[config.mk]
export PLATFORM = sky130hd
export DESIGN_NAME = vga_timing_receiver_flat
export DESIGN_NICKNAME = d
export VERILOG_FILES = /design/src/rtl/vga_timing_receiver_if.sv /design/src/rtl/vga_timing_receiver.sv /design/src/flat_wrapper.sv
export SDC_FILE = /design/constraint.sdc
export NUM_CORES = 1
export LEC_CHECK = 0
export CORE_MARGIN = 3
export CORE_UTILIZATION = 53
export DETAILED_ROUTE_END_ITERATION = 12
export DONT_BUFFER_PORTS = 1
export PLACE_DENSITY_LB_ADDON = 0.05
export SETUP_SLACK_MARGIN = 0.4
export SYNTH_ARGS = -nofsm -noshare
export SYNTH_HDL_FRONTEND = slang
export SYNTH_SLANG_ARGS = --single-unit
[constraint.sdc]
create_clock -name vga_clk -period 3.5 [get_ports vga_clk]
set_input_delay 0.175 -clock vga_clk [delete_from_list [all_inputs] [get_ports vga_clk]]
set_output_delay 0.175 -clock vga_clk [all_outputs]
set_load 0.05 [all_outputs]
[src/rtl/vga_timing_receiver_if.sv]
// VGA receive link: sampled sync/pixel inputs towards the receiver and the
// active-window pixel stream plus timing status coming back out of it.
interface vga_timing_receiver_if;
  logic        hsync;
  logic        vsync;
  logic [15:0] rgb;
  logic [9:0]  pix_x;
  logic [9:0]  pix_y;
  logic [15:0] pix_data;
  logic        pix_valid;
  logic        frame_start;
  logic        locked;
  logic [10:0] h_period;
  logic [10:0] v_lines;
  logic [7:0]  err_cnt;

  modport master (
    output hsync, vsync, rgb,
    input  pix_x, pix_y, pix_data, pix_valid, frame_start,
    input  locked, h_period, v_lines, err_cnt
  );

  modport slave (
    input  hsync, vsync, rgb,
    output pix_x, pix_y, pix_data, pix_valid, frame_start,
    output locked, h_period, v_lines, err_cnt
  );
endinterface

[src/rtl/vga_timing_receiver.sv]
// VGA timing receiver: measures line/frame timing from hsync/vsync, locks to the
// expected raster and then emits active-window pixel coordinates and data.
module vga_timing_receiver #(
  parameter int unsigned H_TOTAL     = 800,
  parameter int unsigned V_TOTAL     = 525,
  parameter int unsigned H_ACT_START = 144,
  parameter int unsigned V_ACT_START = 35,
  parameter int unsigned H_VALID     = 640,
  parameter int unsigned V_VALID     = 480,
  parameter bit          SYNC_POL    = 1'b1,
  parameter int unsigned LOCK_FRAMES = 2
) (
  input logic                  vga_clk,
  input logic                  sys_rst,
  vga_timing_receiver_if.slave vif
);

  // state  | meaning
  // SEARCH | no timing reference; waiting for the first frame boundary
  // TRACK  | counting consecutive good frames towards lock
  // LOCKED | timing confirmed; active-window pixels are emitted
  typedef enum logic [1:0] {
    SEARCH = 2'd0,
    TRACK  = 2'd1,
    LOCKED = 2'd2
  } state_t;

  localparam logic [10:0] H_TOT   = 11'(H_TOTAL);
  localparam logic [10:0] V_TOT   = 11'(V_TOTAL);
  localparam logic [10:0] H_BEG   = 11'(H_ACT_START);
  localparam logic [10:0] H_END   = 11'(H_ACT_START + H_VALID);
  localparam logic [10:0] V_BEG   = 11'(V_ACT_START);
  localparam logic [10:0] V_END   = 11'(V_ACT_START + V_VALID);
  localparam logic [10:0] H_TMO   = 11'(2 * H_TOTAL);
  localparam logic [10:0] CNT_MAX = 11'h7ff;
  localparam logic [7:0]  LOCK_N  = 8'(LOCK_FRAMES);

  state_t      state_q, state_d;
  logic        hs_prev_q, hs_prev_d;
  logic        vs_prev_q, vs_prev_d;
  logic [10:0] h_pos_q, h_pos_d;
  logic [10:0] v_pos_q, v_pos_d;
  logic        line_seen_q, line_seen_d;
  logic        vs_pend_q, vs_pend_d;
  logic        frame_err_q, frame_err_d;
  logic [7:0]  good_cnt_q, good_cnt_d;
  logic [10:0] h_period_q, h_period_d;
  logic [10:0] v_lines_q, v_lines_d;
  logic [7:0]  err_cnt_q, err_cnt_d;
  logic        locked_q, locked_d;
  logic        pix_valid_q, pix_valid_d;
  logic        frame_start_q, frame_start_d;
  logic [9:0]  pix_x_q, pix_x_d;
  logic [9:0]  pix_y_q, pix_y_d;
  logic [15:0] pix_data_q, pix_data_d;

  logic        hs_edge, vs_edge;
  logic        line_chk, line_err, boundary, timeout;
  logic        frame_good, lose_lock;
  logic [10:0] period;

  // h/v position tracking and line/frame measurement
  always_comb begin
    hs_prev_d = vif.hsync;
    vs_prev_d = vif.vsync;
    hs_edge   = (vif.hsync == SYNC_POL) && (hs_prev_q != SYNC_POL);
    vs_edge   = (vif.vsync == SYNC_POL) && (vs_prev_q != SYNC_POL);
    period    = h_pos_q + 11'd1;
    line_chk  = hs_edge && line_seen_q;
    line_err  = line_chk && (period != H_TOT);
    boundary  = hs_edge && (vs_pend_q || vs_edge);

    h_pos_d = (h_pos_q == CNT_MAX) ? CNT_MAX : h_pos_q + 11'd1;
    if (hs_edge) begin
      h_pos_d = '0;
    end
    timeout = !hs_edge && (h_pos_d == H_TMO);

    v_pos_d   = v_pos_q;
    vs_pend_d = vs_pend_q | vs_edge;
    v_lines_d = v_lines_q;
    if (boundary) begin
      v_pos_d   = '0;
      vs_pend_d = 1'b0;
      v_lines_d = v_pos_q + 11'd1;
    end else if (hs_edge && (v_pos_q != CNT_MAX)) begin
      v_pos_d = v_pos_q + 11'd1;
    end

    h_period_d = line_chk ? period : h_period_q;
  end

  // lock FSM and pixel output generation
  always_comb begin
    state_d     = state_q;
    good_cnt_d  = good_cnt_q;
    err_cnt_d   = err_cnt_q;
    line_seen_d = line_seen_q | hs_edge;
    frame_err_d = boundary ? 1'b0 : (frame_err_q | line_err);
    frame_good  = (v_lines_d == V_TOT) && !frame_err_q && !line_err;
    lose_lock   = 1'b0;

    case (state_q)
      SEARCH: begin
        if (boundary) begin
          state_d    = TRACK;
          good_cnt_d = '0;
        end
      end
      TRACK: begin
        if (boundary) begin
          if (frame_good) begin
            good_cnt_d = good_cnt_q + 8'd1;
            if (good_cnt_d == LOCK_N) begin
              state_d = LOCKED;
            end
          end else begin
            good_cnt_d = '0;
          end
        end
      end
      LOCKED: begin
        lose_lock = line_err || (boundary && !frame_good);
      end
      default: state_d = SEARCH;
    endcase

    // a fresh search must re-qualify the line period before trusting it
    if (timeout || lose_lock) begin
      state_d     = SEARCH;
      good_cnt_d  = '0;
      line_seen_d = 1'b0;
      frame_err_d = 1'b0;
    end
    if ((lose_lock || (timeout && (state_q == LOCKED))) && (err_cnt_q != 8'hff)) begin
      err_cnt_d = err_cnt_q + 8'd1;
    end

    locked_d = (state_d == LOCKED);

    pix_valid_d   = (state_q == LOCKED) &&
                    (h_pos_d >= H_BEG) && (h_pos_d < H_END) &&
                    (v_pos_d >= V_BEG) && (v_pos_d < V_END);
    pix_x_d       = pix_valid_d ? 10'(h_pos_d - H_BEG) : '0;
    pix_y_d       = pix_valid_d ? 10'(v_pos_d - V_BEG) : '0;
    pix_data_d    = pix_valid_d ? vif.rgb : '0;
    frame_start_d = pix_valid_d && (pix_x_d == '0) && (pix_y_d == '0);
  end

  always_ff @(posedge vga_clk) begin
    if (sys_rst) begin
      state_q       <= SEARCH;
      hs_prev_q     <= ~SYNC_POL;
      vs_prev_q     <= ~SYNC_POL;
      h_pos_q       <= '0;
      v_pos_q       <= '0;
      line_seen_q   <= 1'b0;
      vs_pend_q     <= 1'b0;
      frame_err_q   <= 1'b0;
      good_cnt_q    <= '0;
      h_period_q    <= '0;
      v_lines_q     <= '0;
      err_cnt_q     <= '0;
      locked_q      <= 1'b0;
      pix_valid_q   <= 1'b0;
      frame_start_q <= 1'b0;
      pix_x_q       <= '0;
      pix_y_q       <= '0;
      pix_data_q    <= '0;
    end else begin
      state_q       <= state_d;
      hs_prev_q     <= hs_prev_d;
      vs_prev_q     <= vs_prev_d;
      h_pos_q       <= h_pos_d;
      v_pos_q       <= v_pos_d;
      line_seen_q   <= line_seen_d;
      vs_pend_q     <= vs_pend_d;
      frame_err_q   <= frame_err_d;
      good_cnt_q    <= good_cnt_d;
      h_period_q    <= h_period_d;
      v_lines_q     <= v_lines_d;
      err_cnt_q     <= err_cnt_d;
      locked_q      <= locked_d;
      pix_valid_q   <= pix_valid_d;
      frame_start_q <= frame_start_d;
      pix_x_q       <= pix_x_d;
      pix_y_q       <= pix_y_d;
      pix_data_q    <= pix_data_d;
    end
  end

  assign vif.pix_x       = pix_x_q;
  assign vif.pix_y       = pix_y_q;
  assign vif.pix_data    = pix_data_q;
  assign vif.pix_valid   = pix_valid_q;
  assign vif.frame_start = frame_start_q;
  assign vif.locked      = locked_q;
  assign vif.h_period    = h_period_q;
  assign vif.v_lines     = v_lines_q;
  assign vif.err_cnt     = err_cnt_q;

endmodule

[src/flat_wrapper.sv]
// flat-port wrapper written by rule: the top's interface ports become plain ports
module vga_timing_receiver_flat 
#(
  parameter int unsigned H_TOTAL     = 800,
  parameter int unsigned V_TOTAL     = 525,
  parameter int unsigned H_ACT_START = 144,
  parameter int unsigned V_ACT_START = 35,
  parameter int unsigned H_VALID     = 640,
  parameter int unsigned V_VALID     = 480,
  parameter bit          SYNC_POL    = 1'b1,
  parameter int unsigned LOCK_FRAMES = 2
)
  (vga_clk, sys_rst, vif_hsync, vif_vsync, vif_rgb, vif_pix_x, vif_pix_y, vif_pix_data, vif_pix_valid, vif_frame_start, vif_locked, vif_h_period, vif_v_lines, vif_err_cnt);
  vga_timing_receiver_if vif_i ();
  input logic vga_clk;
  input logic sys_rst;
  input wire logic [$bits(vif_i.hsync)-1:0] vif_hsync;
  input wire logic [$bits(vif_i.vsync)-1:0] vif_vsync;
  input wire logic [$bits(vif_i.rgb)-1:0] vif_rgb;
  output wire logic [$bits(vif_i.pix_x)-1:0] vif_pix_x;
  output wire logic [$bits(vif_i.pix_y)-1:0] vif_pix_y;
  output wire logic [$bits(vif_i.pix_data)-1:0] vif_pix_data;
  output wire logic [$bits(vif_i.pix_valid)-1:0] vif_pix_valid;
  output wire logic [$bits(vif_i.frame_start)-1:0] vif_frame_start;
  output wire logic [$bits(vif_i.locked)-1:0] vif_locked;
  output wire logic [$bits(vif_i.h_period)-1:0] vif_h_period;
  output wire logic [$bits(vif_i.v_lines)-1:0] vif_v_lines;
  output wire logic [$bits(vif_i.err_cnt)-1:0] vif_err_cnt;
  assign vif_i.hsync = vif_hsync;
  assign vif_i.vsync = vif_vsync;
  assign vif_i.rgb = vif_rgb;
  assign vif_pix_x = vif_i.pix_x;
  assign vif_pix_y = vif_i.pix_y;
  assign vif_pix_data = vif_i.pix_data;
  assign vif_pix_valid = vif_i.pix_valid;
  assign vif_frame_start = vif_i.frame_start;
  assign vif_locked = vif_i.locked;
  assign vif_h_period = vif_i.h_period;
  assign vif_v_lines = vif_i.v_lines;
  assign vif_err_cnt = vif_i.err_cnt;
  vga_timing_receiver #(.H_TOTAL(H_TOTAL), .V_TOTAL(V_TOTAL), .H_ACT_START(H_ACT_START), .V_ACT_START(V_ACT_START), .H_VALID(H_VALID), .V_VALID(V_VALID), .SYNC_POL(SYNC_POL), .LOCK_FRAMES(LOCK_FRAMES)) u_core (.vga_clk(vga_clk), .sys_rst(sys_rst), .vif(vif_i));
endmodule
; Word level (Yosys, flattened, before mapping)
; Cells that the tools add are included.
[op_classes]
bitwise_logic = 6
magnitude_cmp = 4
n_reduce_logical = 35
n_mux = 18
eq_ne = 12
add_sub_neg = 6
[ops]
columns = op, count
row1 = $mux 11, 5
row2 = $mux 8, 3
row3 = $add 11x1->11 const B, 2
row4 = $eq 11x11->1 const B, 2
row5 = $lt 11x10->1 const B, 2
row6 = $logic_not 10->1, 2
row7 = $mux 10, 2
row8 = $logic_and 1x1->1, 18
row9 = $add 8x1->8 const B, 2
row10 = $pmux 8 s2, 1
row11 = $eq 11x10->1 const B, 1
row12 = $ge 11x6->1 const B, 1
row13 = $ge 11x8->1 const B, 1
row14 = $ne 11x10->1 const B, 1
row15 = $ne 11x11->1 const B, 1
row16 = $mux 2, 5
row17 = $sub 10x6->10 const B, 1
row18 = $sub 10x8->10 const B, 1
row19 = $eq 8x2->1 const B, 1
row20 = $ne 8x8->1 const B, 1
row21 = $pmux 2 s3, 1
row22 = $reduce_or 2->1, 3
row23 = $eq 2x2->1 const B, 2
row24 = $logic_not 1->1, 4
row25 = other kinds (10), 18
[word_totals]
input_bits = 20
output_inout_bits = 69
ff_bits = 106
elab_cells = 99

; Depth between registers and ports, before layout
; Gate-level depths: netlist of run 1.
[depth]
depth_word = 15
mapped_depth = 16
ltp_nobuf = 14

; Worst setup path after synthesis of run 1
; Ideal clock, no wire load.
[synth_path]
kind = reg-to-reg
startpoint = register u_core.hs_prev_q
endpoint = register u_core.pix_data_q[4], in the netlist u_core.vif.pix_data[4]
required_ns = 3.385
path_stages_with_launch = 14
arrival_ns = 2.761
path_slack_ns = 0.624
path_cell_list = dfxtp_1 -> and2b_1 -> o21a_1 -> buf_2 -> buf_1 -> nor2_1 -> ha_1 -> and2_1 -> o211a_1 -> o31ai_2 -> or2_1 -> inv_2 -> buf_6 -> and2_1
[synth_via]
elab_chain_cells = 10
elab_cells_between_ends = 17
cone_classes = order compare: 4 / mux: 3 / bitwise: 2 / reduce/logical: 8
[synth_lines]
columns = item, line_no
row1 = start: declaration, vga_timing_receiver.sv:39  ; logic hs_prev_q, hs_prev_d;
row2 = start signal: assignment, vga_timing_receiver.sv:153  ; hs_prev_q <= ~SYNC_POL;
row3 = start signal: assignment, vga_timing_receiver.sv:172  ; hs_prev_q <= hs_prev_d;
row4 = $not 1->1 (*), vga_timing_receiver.sv:66  ; hs_edge = (vif.hsync == SYNC_POL) && (hs_prev_q != SYNC_POL);
row5 = $logic_and 1x1->1 (*), vga_timing_receiver.sv:66
row6 = $logic_and 1x1->1, vga_timing_receiver.sv:86  ; end else if (hs_edge && (v_pos_q != CNT_MAX)) begin
row7 = $mux 11, vga_timing_receiver.sv:86
row8 = $mux 11 (*), vga_timing_receiver.sv:82  ; if (boundary) begin
row9 = via u_core.v_pos_d[0], vga_timing_receiver.sv:42  ; logic [10:0] v_pos_q, v_pos_d;
row10 = $ge 11x6->1, vga_timing_receiver.sv:143  ; (v_pos_d >= V_BEG) && (v_pos_d < V_END);
row11 = $logic_and 1x1->1, vga_timing_receiver.sv:142  ; (h_pos_d >= H_BEG) && (h_pos_d < H_END) &&
row12 = $logic_and 1x1->1 (*), vga_timing_receiver.sv:143
row13 = $not 1->1 (no source line) (*), --
row14 = $reduce_or 2->1 (no source line) (*), --
row15 = end signal: assignment, vga_timing_receiver.sv:188  ; pix_data_q <= pix_data_d;
row16 = end: declaration, vga_timing_receiver.sv:55  ; logic [15:0] pix_data_q, pix_data_d;
; Mark *: on every way through the listed nets, which the timed path passes. The rest lies on a longest branch.
; A chain may end at the register's enable or synchronous reset.

; Worst setup path in the final report of run 1
[layout_path]
startpoint = register u_core.h_pos_q[4]
endpoint = register u_core.err_cnt_q[5], in the netlist u_core.vif.err_cnt[5]
[layout_via]
elab_chain_cells = 11
elab_cells_between_ends = 17
cone_classes = add/sub: 1 / eq/ne: 3 / mux: 3 / reduce/logical: 10
[layout_lines]
columns = item, line_no
row1 = start: declaration, vga_timing_receiver.sv:41  ; logic [10:0] h_pos_q, h_pos_d;
row2 = start signal: assignment, vga_timing_receiver.sv:174  ; h_pos_q <= h_pos_d;
row3 = $add 11x1->11, "vga_timing_receiver.sv:68, vga_timing_receiver.sv:73"
row4 = $ne 11x10->1, vga_timing_receiver.sv:70  ; line_err = line_chk && (period != H_TOT);
row5 = $logic_and 1x1->1, vga_timing_receiver.sv:70
row6 = $logic_not 1->1, vga_timing_receiver.sv:100  ; frame_good = (v_lines_d == V_TOT) && !frame_err_q && !line_err;
row7 = $logic_and 1x1->1, vga_timing_receiver.sv:100
row8 = $logic_not 1->1, vga_timing_receiver.sv:123  ; lose_lock = line_err || (boundary && !frame_good);
row9 = $logic_and 1x1->1, vga_timing_receiver.sv:123
row10 = $logic_or 1x1->1, vga_timing_receiver.sv:123
row11 = $mux 1, vga_timing_receiver.sv:103  ; case (state_q)
row12 = $logic_or 1x1->1 (*), vga_timing_receiver.sv:135  ; if ((lose_lock || (timeout && (state_q == LOCKED))) && (err_cnt_q != 8'hff)) begin
row13 = $logic_and 1x1->1 (*), vga_timing_receiver.sv:135
row14 = end signal: assignment, vga_timing_receiver.sv:182  ; err_cnt_q <= err_cnt_d;
row15 = end: declaration, vga_timing_receiver.sv:49  ; logic [7:0] err_cnt_q, err_cnt_d;
; Mark *: on every way between the ends. The rest lies on a longest branch, timed or not.

==> results of run 1 <==
[metrics by stage]
stage               hold slack [ns]  total power [W]  setup slack [ns]  util [%]  area [sq um]
floorplan                     0.297          0.00141             0.624         -          5370
CTS                          0.0154          0.00220             0.359      59.4          5840
detailed placement            0.251          0.00145             0.205      55.2          5420
global placement              0.251          0.00144             0.289      55.2          5420
global route                 0.0201          0.00229             0.397      60.2          5910
finish                       0.0309          0.00220             0.527      60.2          5910
[worst max-delay path, delay by kind of cell (launching register included)]
kind	cells	cell delay, ns
adder cells (fa/ha/maj)	1	0.15
flip-flops	1	0.47
AO/OA/AOI/OAI	2	0.59
AND/OR/NAND/NOR	7	1.31
multiplexers	1	0.35
[power groups by stage]
stage	registers [W]	clock network (W)	logic, W
floorplan	0.00131	0	0.000104
global placement	0.00131	0	0.000133
detailed placement	0.00131	0	0.000134
CTS	0.00128	0.000760	0.000160
global route	0.00129	0.000819	0.000184
finish	0.00128	0.000747	0.000165
[sequential cells by signal, summed over array words and instances (netlist names), 2 cells and up]
| name | flops |
|---|---|
| u_core.vif.pix_y | 10 |
| u_core.vif.pix_data | 16 |
| u_core.v_pos_q | 11 |
| u_core.h_pos_q | 11 |
| u_core.vif.h_period | 11 |
| u_core.state_q | 2 |
| u_core.good_cnt_q | 8 |
| u_core.vif.err_cnt | 8 |
| u_core.vif.pix_x | 10 |
| u_core.vif.v_lines | 11 |
[kinds of logic after synthesis]
kind of cell,count (synthesis)
buffers and inverters,49
DFF,106
xor gates and xnor gates,34
adders and majority gates,9
and+or+nand+nor,290
muxes,10
AOI/OAI and AO/OA,126
[metal layers]
layer,track usage [%],wire (um)
met5,0,0
met2,35.0,5830
met1,32.9,6240
met3,6.14,977
met4,8.31,252
[cells in the final DEF, fill, tap and decap left out, types with 3 or more instances in the layout]
master	netlist	final
dfxtp_1	106	101
nor2_1	82	81
nand2_1	49	48
a21oi_1	41	41
and2_1	25	25
xnor2_1	24	23
buf_4	10	21
nor3_1	21	19
a211oi_1	18	18
dlygate4sd3_1	0	18
nand3_1	17	17
o21ai_0	16	15
nand4_1	13	13
xor2_1	10	10
or3_1	10	10
nor2b_1	9	9
nor4_1	9	9
clkbuf_8	0	9
nand2b_1	8	8
mux2i_1	8	8
and3_1	8	7
ha_1	9	7
inv_1	5	5
nand4b_1	5	5
dfxtp_2	0	5
and4_1	4	4
or4_1	4	4
a31oi_1	4	4
a311oi_1	4	4
nor4b_1	4	4
o211ai_1	4	4
nand3_4	1	3
a21o_1	3	3
a21o_2	3	3
clkinv_4	0	3
[final timing paths]
path	startpoint	endpoint	slack (ns)	cells past startpoint
max	u_core.h_pos_q[4]	u_core.vif.err_cnt[5]	0.53	11
min	sys_rst	u_core.vif.err_cnt[5]	0.03	2
min reg2reg	u_core.good_cnt_q[7]	u_core.good_cnt_q[7]	0.48	2
max reg2reg	u_core.h_pos_q[4]	u_core.vif.err_cnt[5]	0.53	11
[what timing repair did]
item | in CTS | in global routing
resized for setup | 4 | 20
gates cloned | 0 | 0
setup buffers | 0 | 1
pin swaps | 0 | 2
hold endpoints to repair | 58 | 0
endpoints found under the setup margin | 30 | 56
hold buffers | 19 | 0
[cell type report]
cell class              instances  area share [%]
clock inverters                 7            1.21
well taps                     133            2.81
clock buffers                   9            2.09
repair buffers                 40            6.05
inverters                       6           0.423
flip-flops and latches        106            36.0
multi-input cells             469            51.4
==> run metrics, run 1 <==
via count 4488; Worst Path Arrival 3.24 ns; cts bufs inserted 9; final-report hold violation count 0; CP Capture Type flip-flop; footprint of the multi-input gates 3040 sq um; VDD IR max 0.228 mV; Worst Path Required 3.77 ns; Die X 107 um; fraction of layout cells with a size suffix above 1 12.7%; pwr dens 371 nW/um^2; # fillers 913; global-route wire length before repair 21.7 mm; Post-Synth Simple-Gate Area 28.8%; Leakage 2.10 nW; Startpoint Class flip-flop; Critical-path top delay cell dfxtp_1; Max-Cap Viols 0; RSZ-0062 raised after global routing no; Port Buffers 0; worst setup path category reg -> reg; Fmax achieved 0.336 GHz; async set or reset register ratio after synthesis 0%; # placed instances 734; RD Place Congestion 0.935; Worst Tran Pin Value 0.791 ns; Starting Density 54.7%; Post-synth EDFFs 0; clk slew on worst S/H paths 0.11 ns; Synth Area in XOR/XNOR 5.55%; CP Cell Sequence nand3_4, o21a_1, nor2_4, nand2_1, nand2_1, ha_1, nand4_1, or4_4, a31o_4, nor3_1, mux2_2; GRT overflow 0; synth top area cells dfxtp_1, nor2_1, xnor2_1; ANT nets after route 0; crit-path max FO 14; Net Sw Power 0.000622 W; Yosys reg bits 106; adder-cell share of the synthesized area 2.10%; Root Buffer clkbuf_8; CP peak stage delay 0.47 ns; routed length per instance 17.3 um; Synthesis Warnings 0; Fin Clk Skew 0.0115 ns; ANT cells 0; io pins 89; Nets 661; Hold Path Class in -> reg; Clk pwr share 34.0%; largest family of logic cells by synthesized area simple AND/OR/NAND/NOR gates; drt drc 0; Area Overhead vs Synth 10.1%; most frequent cell after synthesis dfxtp_1; die extent in y 107 um; Post-Syn Area 5370 sq um; initial antenna violation count 0; final max-slew violation count 0; Final Cycle Share 84.9%; clk_lat worst skew 0.38 ns; GRT Overall Usage 23.5%; vias per cell 5.83; P_int 0.00157 W; Final setup viols 0; Synth Flop Type dfxtp_1; Longest Clk Path Bufs 2; post-synthesis sequential area ratio 39.5%; die area 11400 sq um; Compound-Gate Fraction of Synth Area 16.8%; standard-cell rows 36; clk sinks 106; DR iter-0 viols 303; mux cell area share after synthesis 1.91%; syn_nets 653; top cell type by total area after synthesis dfxtp_1; pin count of the biggest net entering global routing 45; CTS H-tree depth 3; combinational group share of total power 7.5%; Relative slew margins 46.9%; top post-synthesis cells by count dfxtp_1, nor2_1, nand2_1, a21oi_1, and2_1; register area 2130 sq um; Reg power frac 58.5%; top cell type's share of synthesized area 39.5%; Non-Filler Instances 770; TNS Setup 0 ns; first-pass detailed-route iteration total 5; Distinct cells, synth 77; status completed; Top cell by count, worst path nand2_1; WL final 13.3 mm; Syn Area/Cell 8.61 sq um; number of global-route vias before repair 4248; DP Wirelength 9.33 mm; Post-Syn Instances 624; core area 9820 sq um; TritonCTS clock tree built; switching fraction of total power 28.3%; minimum clock period 2.97 ns
(Power assumes the default switching activity.)
==> inputs of run 2 (changes only) <==
clock period = 2.8 ns   (was 3.5 ns; I/O delays follow)
==> run metrics, run 2 (synthesis results as in run 1) <==
WL final 14.5 mm (was 13.3 mm); TritonCTS clock tree built (unchanged); DR iter-0 viols 351 (was 303); most frequent cells in the layout dfxtp_1, buf_4, nor2_1, nand2_1, a21oi_1 (was dfxtp_1, nor2_1, nand2_1, a21oi_1, and2_1); # fillers 799 (was 913); standard-cell rows 36 (unchanged); Worst Path Required 3.12 ns (was 3.77 ns); initial antenna violation count 0 (unchanged); via count 4892 (was 4488); footprint of the multi-input gates 3430 sq um (was 3040 sq um); Worst Path Arrival 2.98 ns (was 3.24 ns); fin area 7050 sq um (was 5910 sq um); Final setup viols 0 (unchanged); worst r2r src u_core.v_pos_q[3] (was u_core.h_pos_q[4]); pin count of the biggest net entering global routing 47 (was 45); RSZ-0062 raised after global routing yes (was no); RD Place Congestion 0.905 (was 0.935); Longest Clk Path Bufs 2 (unchanged); routed length per instance 16.9 um (was 17.3 um); cts bufs inserted 9 (unchanged); Die X 107 um (unchanged); Worst Tran Pin Value 0.634 ns (was 0.791 ns); worst setup path category reg -> reg (unchanged); GRT overflow 0 (unchanged); most common cell after layout, fill and taps aside dfxtp_1 (unchanged); worst reg2reg endpoint u_core.vif.frame_start (was u_core.vif.err_cnt[5]); Max-Cap Viols 0 (unchanged); global-route wire length before repair 23.8 mm (was 21.7 mm); clk_lat worst skew 0.38 ns (about the same); final-report hold violation count 0 (unchanged); worst setup margin 0.139 ns (was 0.527 ns); Nets 746 (was 661); minimum clock period 2.66 ns (was 2.97 ns); Worst R2R Path Depth 10 (was 11); GRT Overall Usage 25.7% (was 23.5%); die extent in y 107 um (unchanged); first-pass detailed-route iteration total 4 (was 5); core area 9820 sq um (unchanged); Non-Filler Instances 855 (was 770); ANT nets after route 0 (unchanged); pwr dens 408 nW/um^2 (was 371 nW/um^2); VDD IR max 0.295 mV (was 0.228 mV); utilization after layout 71.8% (was 60.2%); Starting Density 54.7% (unchanged); Area Overhead vs Synth 31.2% (was 10.1%); CP Cell Sequence and3_4, a31oi_4, buf_4, a221o_1, o211ai_1, buf_4, a21boi_1, xnor2_1, nor4b_2, o2111a_1 (was nand3_4, o21a_1, nor2_4, nand2_1, nand2_1, ha_1, nand4_1, or4_4, a31o_4, nor3_1, mux2_2); DP Wirelength 9.86 mm (was 9.33 mm); fraction of layout cells with a size suffix above 1 31.2% (was 12.7%); clk sinks 106 (unchanged); number of global-route vias before repair 4815 (was 4248); Hold Path Class in -> reg (unchanged); Top cell by count, worst path buf_4 (was nand2_1); register area 2150 sq um (was 2130 sq um); CP Capture Point u_core.vif.frame_start (was u_core.vif.err_cnt[5]); status completed (unchanged); io pins 89 (unchanged); TNS Setup 0 ns (unchanged); die area 11400 sq um (unchanged); pre-CTS WS -0.0249 ns (was 0.205 ns); Fmax achieved 0.376 GHz (was 0.336 GHz); CTS H-tree depth 3 (unchanged); Fin Clk Skew 0.0119 ns (was 0.0115 ns); drt drc 0 (unchanged); Root Buffer clkbuf_8 (unchanged); Leakage 2.65 nW (was 2.10 nW); CP peak stage delay 0.51 ns (was 0.47 ns); final max-slew violation count 0 (unchanged); Relative slew margins 57.7% (was 46.9%); ANT cells 0 (unchanged); Critical-path top delay cell dfxtp_1 (unchanged); Final Cycle Share 95.0% (was 84.9%); CP Capture Type flip-flop (unchanged); Largest register FFs 16 (unchanged); # placed instances 790 (was 734); crit path launch u_core.v_pos_q[3] (was u_core.h_pos_q[4]); Port Buffers 0 (unchanged); vias per cell 5.72 (was 5.83); crit-path max FO 6 (was 14); clk slew on worst S/H paths 0.10 ns (was 0.11 ns); cell area after placement 5960 sq um (was 5420 sq um); Startpoint Class flip-flop (unchanged); setup slack, reg-to-reg 0.14 ns (was 0.53 ns)
run 2: cell type report:
type / instances / area share, %
clock inverters: 7 / 1.28
multi-input cells: 470 / 48.6
flip-flops and latches: 106 / 30.5
well taps: 133 / 2.36
inverters: 6 / 0.462
clock buffers: 9 / 1.76
repair buffers: 124 / 15.0
run 2: timing repair:
| action | CTS | global route |
|---|---|---|
| cloned | 3 | 1 |
| resized for setup | 72 | 35 |
| pin swaps | 22 | 9 |
| setup endpoints to repair | 59 | 59 |
| buffers inserted | 21 | 5 |
| hold buffers | 19 | 0 |
| hold endpoints to repair | 61 | 0 |
run 2: through the flow:
step	hold WS [ns]	total power [W]
2_1_floorplan	0.262	0.00177
3_3_place_gp	0.216	0.00184
3_5_place_dp	0.217	0.00184
4_1_cts	0.0125	0.00289
5_1_grt	0.0622	0.00298
6_report	0.0495	0.00287
run 2: worst min path at each step:
stage	start	end	depth (start not counted)
2_1_floorplan	vif_rgb[0]	u_core.vif.pix_data[0]	1
3_3_place_gp	sys_rst	u_core.vif.err_cnt[7]	1
3_5_place_dp	sys_rst	u_core.vif.err_cnt[4]	1
4_1_cts	sys_rst	u_core.vif.err_cnt[5]	2
5_1_grt	sys_rst	u_core.vif.err_cnt[5]	2
6_report	sys_rst	u_core.vif.err_cnt[5]	2
run 2: report_power, final:
| group | switching [W] | internal, W | total [W] |
|---|---|---|---|
| sequential | 0.0000493 | 0.00153 | 0.00158 |
| clock | 0.000570 | 0.000430 | 0.00100 |
| combinational | 0.000170 | 0.000126 | 0.000296 |
| total | 0.000790 | 0.00209 | 0.00287 |
run 2: worst max-delay path: cells and delay by family, from the launching register on:
kind | cells | cell delay, ns
simple gates | 2 | 0.55
flops | 1 | 0.51
xor+xnor | 1 | 0.19
buf+inv | 2 | 0.37
compound gates | 5 | 0.99
run 2: layer usage:
layer	wire length (um)	global-route usage, %
met1	6890	35.2
met4	146	7.31
met5	0	0
met2	6840	41.7
met3	586	4.33
==> inputs of run 3 (changes only) <==
--- a/config.mk
+++ b/config.mk
@@ -11,4 +11,5 @@
 export DONT_BUFFER_PORTS = 1
 export PLACE_DENSITY_LB_ADDON = 0.05
+export REMOVE_ABC_BUFFERS = 1
 export SETUP_SLACK_MARGIN = 0.4
 export SYNTH_ARGS = -nofsm -noshare
==> constraint.sdc (replaced) <==
create_clock -name vga_clk -period 2.8 [get_ports vga_clk]
set_input_delay 0.42 -clock vga_clk [delete_from_list [all_inputs] [get_ports vga_clk]]
set_output_delay 0.42 -clock vga_clk [all_outputs]
set_load 0.05 [all_outputs]
==> run metrics, run 3 (synthesis results as in run 1) <==
worst reg2reg endpoint u_core.vif.pix_y[7] (was u_core.vif.frame_start); RD Place Congestion 0.955 (was 0.905); Worst Tran Pin Value 0.801 ns (was 0.634 ns); core area 9820 sq um (unchanged); Root Buffer clkbuf_8 (unchanged); crit path launch u_core.h_pos_q[1] (was u_core.v_pos_q[3]); Buf/Inv on CP 5 (was 2); utilization after layout 69.8% (was 71.8%); most frequent cells in the layout buf_4, dfxtp_1, nor2_1, nand2_1, a21oi_1 (was dfxtp_1, buf_4, nor2_1, nand2_1, a21oi_1); Final Cycle Share 98.8% (was 95.0%); combinational group share of total power 9.6% (was 10.3%); die area 11400 sq um (unchanged); global-route wire length before repair 23.9 mm (was 23.8 mm); clk slew on worst S/H paths 0.10 ns (about the same); standard-cell rows 36 (unchanged); pwr dens 422 nW/um^2 (was 408 nW/um^2); clk_lat worst skew 0.36 ns (was 0.38 ns); crit-path max FO 5 (was 6); drt drc 0 (unchanged); Nets 753 (was 746); Worst R2R Path Depth 14 (was 10); most common cell after layout, fill and taps aside buf_4 (was dfxtp_1); worst r2r src u_core.h_pos_q[1] (was u_core.v_pos_q[3]); GRT Overall Usage 25.9% (was 25.7%); worst setup margin 0.0346 ns (was 0.139 ns); routed length per instance 17.4 um (was 16.9 um); # fillers 842 (was 799); Port Buffers 0 (unchanged); Net Sw Power 0.000695 W (was 0.000790 W); Largest register FFs 16 (unchanged); DR iter-0 viols 336 (was 351); ANT nets after route 0 (unchanged); worst setup path category reg -> reg (unchanged); final-report hold violation count 0 (unchanged); P_int 0.00220 W (was 0.00209 W); minimum clock period 2.77 ns (was 2.66 ns); RSZ-0062 raised after global routing yes (unchanged); Max-Cap Viols 0 (unchanged); pre-CTS WS -0.119 ns (was -0.0249 ns); Worst Path Required 3.06 ns (was 3.12 ns); setup slack, reg-to-reg 0.03 ns (was 0.14 ns); WL final 15.0 mm (was 14.5 mm); pin count of the biggest net entering global routing 51 (was 47); vias per cell 5.78 (was 5.72); GRT overflow 0 (unchanged); clk sinks 106 (unchanged); initial antenna violation count 0 (unchanged); Area Overhead vs Synth 27.7% (was 31.2%); CTS H-tree depth 3 (unchanged); switching fraction of total power 24.0% (was 27.5%); TritonCTS clock tree built (unchanged); Worst Path Arrival 3.02 ns (was 2.98 ns); Relative slew margins 46.3% (was 57.7%); io pins 89 (unchanged); VDD IR max 0.369 mV (was 0.295 mV); Longest Clk Path Bufs 2 (unchanged); first-pass detailed-route iteration total 5 (was 4); via count 4975 (was 4892); minimum hold slack 0.112 ns (was 0.0495 ns); Hold Path Class in -> reg (unchanged); DP Wirelength 10.2 mm (was 9.86 mm); Fin Clk Skew 0.0106 ns (was 0.0119 ns); Clk pwr share 35.9% (was 34.8%); final max-slew violation count 0 (unchanged); Die X 107 um (unchanged); hold_buf cts 0 (was 19); status completed (unchanged); delay-heaviest family, CP simple AND/OR/NAND/NOR gates (was compound AO/OA/AOI/OAI gates); die extent in y 107 um (unchanged); Leakage 2.66 nW (was 2.65 nW); WP depth 14 (was 10); Reg power frac 54.5% (was 54.9%); CP Capture Point u_core.vif.pix_y[7] (was u_core.vif.frame_start); ANT cells 0 (unchanged); number of global-route vias before repair 4870 (was 4815); Fmax achieved 0.362 GHz (was 0.376 GHz); cts bufs inserted 9 (unchanged); Final setup viols 0 (unchanged); Critical-path top delay cell dfxtp_4 (was dfxtp_1); Starting Density 54.7% (unchanged); CP peak stage delay 0.38 ns (was 0.51 ns); fraction of layout cells with a size suffix above 1 31.7% (was 31.2%); CP Capture Type flip-flop (unchanged); Startpoint Class flip-flop (unchanged); CP Cell Sequence ha_4, nand4_1, buf_4, nor3_4, nor4b_4, buf_4, buf_6, buf_6, a41o_1, o221a_4, o31ai_4, or2_4, clkinvlp_4, and2_1 (was and3_4, a31oi_4, buf_4, a221o_1, o211ai_1, buf_4, a21boi_1, xnor2_1, nor4b_2, o2111a_1)
==> run 3: changes by cell type in the layout (fill, tap and decap cells not counted), sizes merged <==
cell         previous run  this run
buf                   106       128
inv                     7         6
or3b                    2         3
clkinv                  3         0
bufinv                  1         2
dlygate4sd3            18         0
clkbuf                  9        13
==> run 3: how the worst min path moves through the flow <==
stage | startpoint | endpoint | slack [ns] | cells after the start
6_report | sys_rst | u_core.vif.v_lines[1] | 0.11 | 1
5_1_grt | sys_rst | u_core.vif.v_lines[9] | 0.10 | 1
2_1_floorplan | u_core.line_seen_q | u_core.line_seen_q | 0.43 | 2
3_5_place_dp | u_core.good_cnt_q[7] | u_core.good_cnt_q[7] | 0.46 | 2
4_1_cts | sys_rst | u_core.vif.v_lines[1] | 0.10 | 1
3_3_place_gp | u_core.line_seen_q | u_core.line_seen_q | 0.44 | 2
==> run 3: layout make-up <==
cell class / count / area [sq um] / share of cell area (%)
clock buffer: 13 / 159 / 2.32
clock inverter: 2 / 60.1 / 0.876
inverter: 6 / 25.0 / 0.365
multi-input combinational: 471 / 3280 / 47.8
sequential: 106 / 2140 / 31.3
tap: 133 / 166 / 2.43
timing repair buffer: 128 / 1010 / 14.7
timing repair inverter: 2 / 15.0 / 0.219
==> run 3: power by group through the flow <==
stage,sequential [W],combinational [W],clock (W)
floorplan,0.00164,0.000105,0
global placement,0.00161,0.000229,0
detailed placement,0.00161,0.000231,0
CTS,0.00158,0.000261,0.00106
global route,0.00158,0.000299,0.00112
finish,0.00158,0.000278,0.00104
==> run 3: timing repair <==
item	CTS	global route
cloned	4	0
gates resized for setup	59	40
setup endpoints to repair	59	59
setup buffers	27	9
pin swaps	33	26
==> run 3: per-stage QoR <==
stage	setup TNS, ns	cells	area, sq um	total power [W]
2_1_floorplan	-16.91	581	5110	0.00175
3_3_place_gp	-0.0829	806	5960	0.00184
3_5_place_dp	-1.86	806	5960	0.00185
4_1_cts	0	852	6650	0.00290
5_1_grt	-3.35	861	6860	0.00300
6_report	0	861	6860	0.00289
==> run 3: per-layer routing <==
metal / track usage [%] / share of wire (%) / vias to the layer above
li1: - / - / 2429
met1: 34.2 / 45 / 2360
met2: 43.0 / 48 / 167
met3: 5.36 / 5.7 / 19
met4: 7.03 / 1.4 / 0
met5: 0 / 0 / -
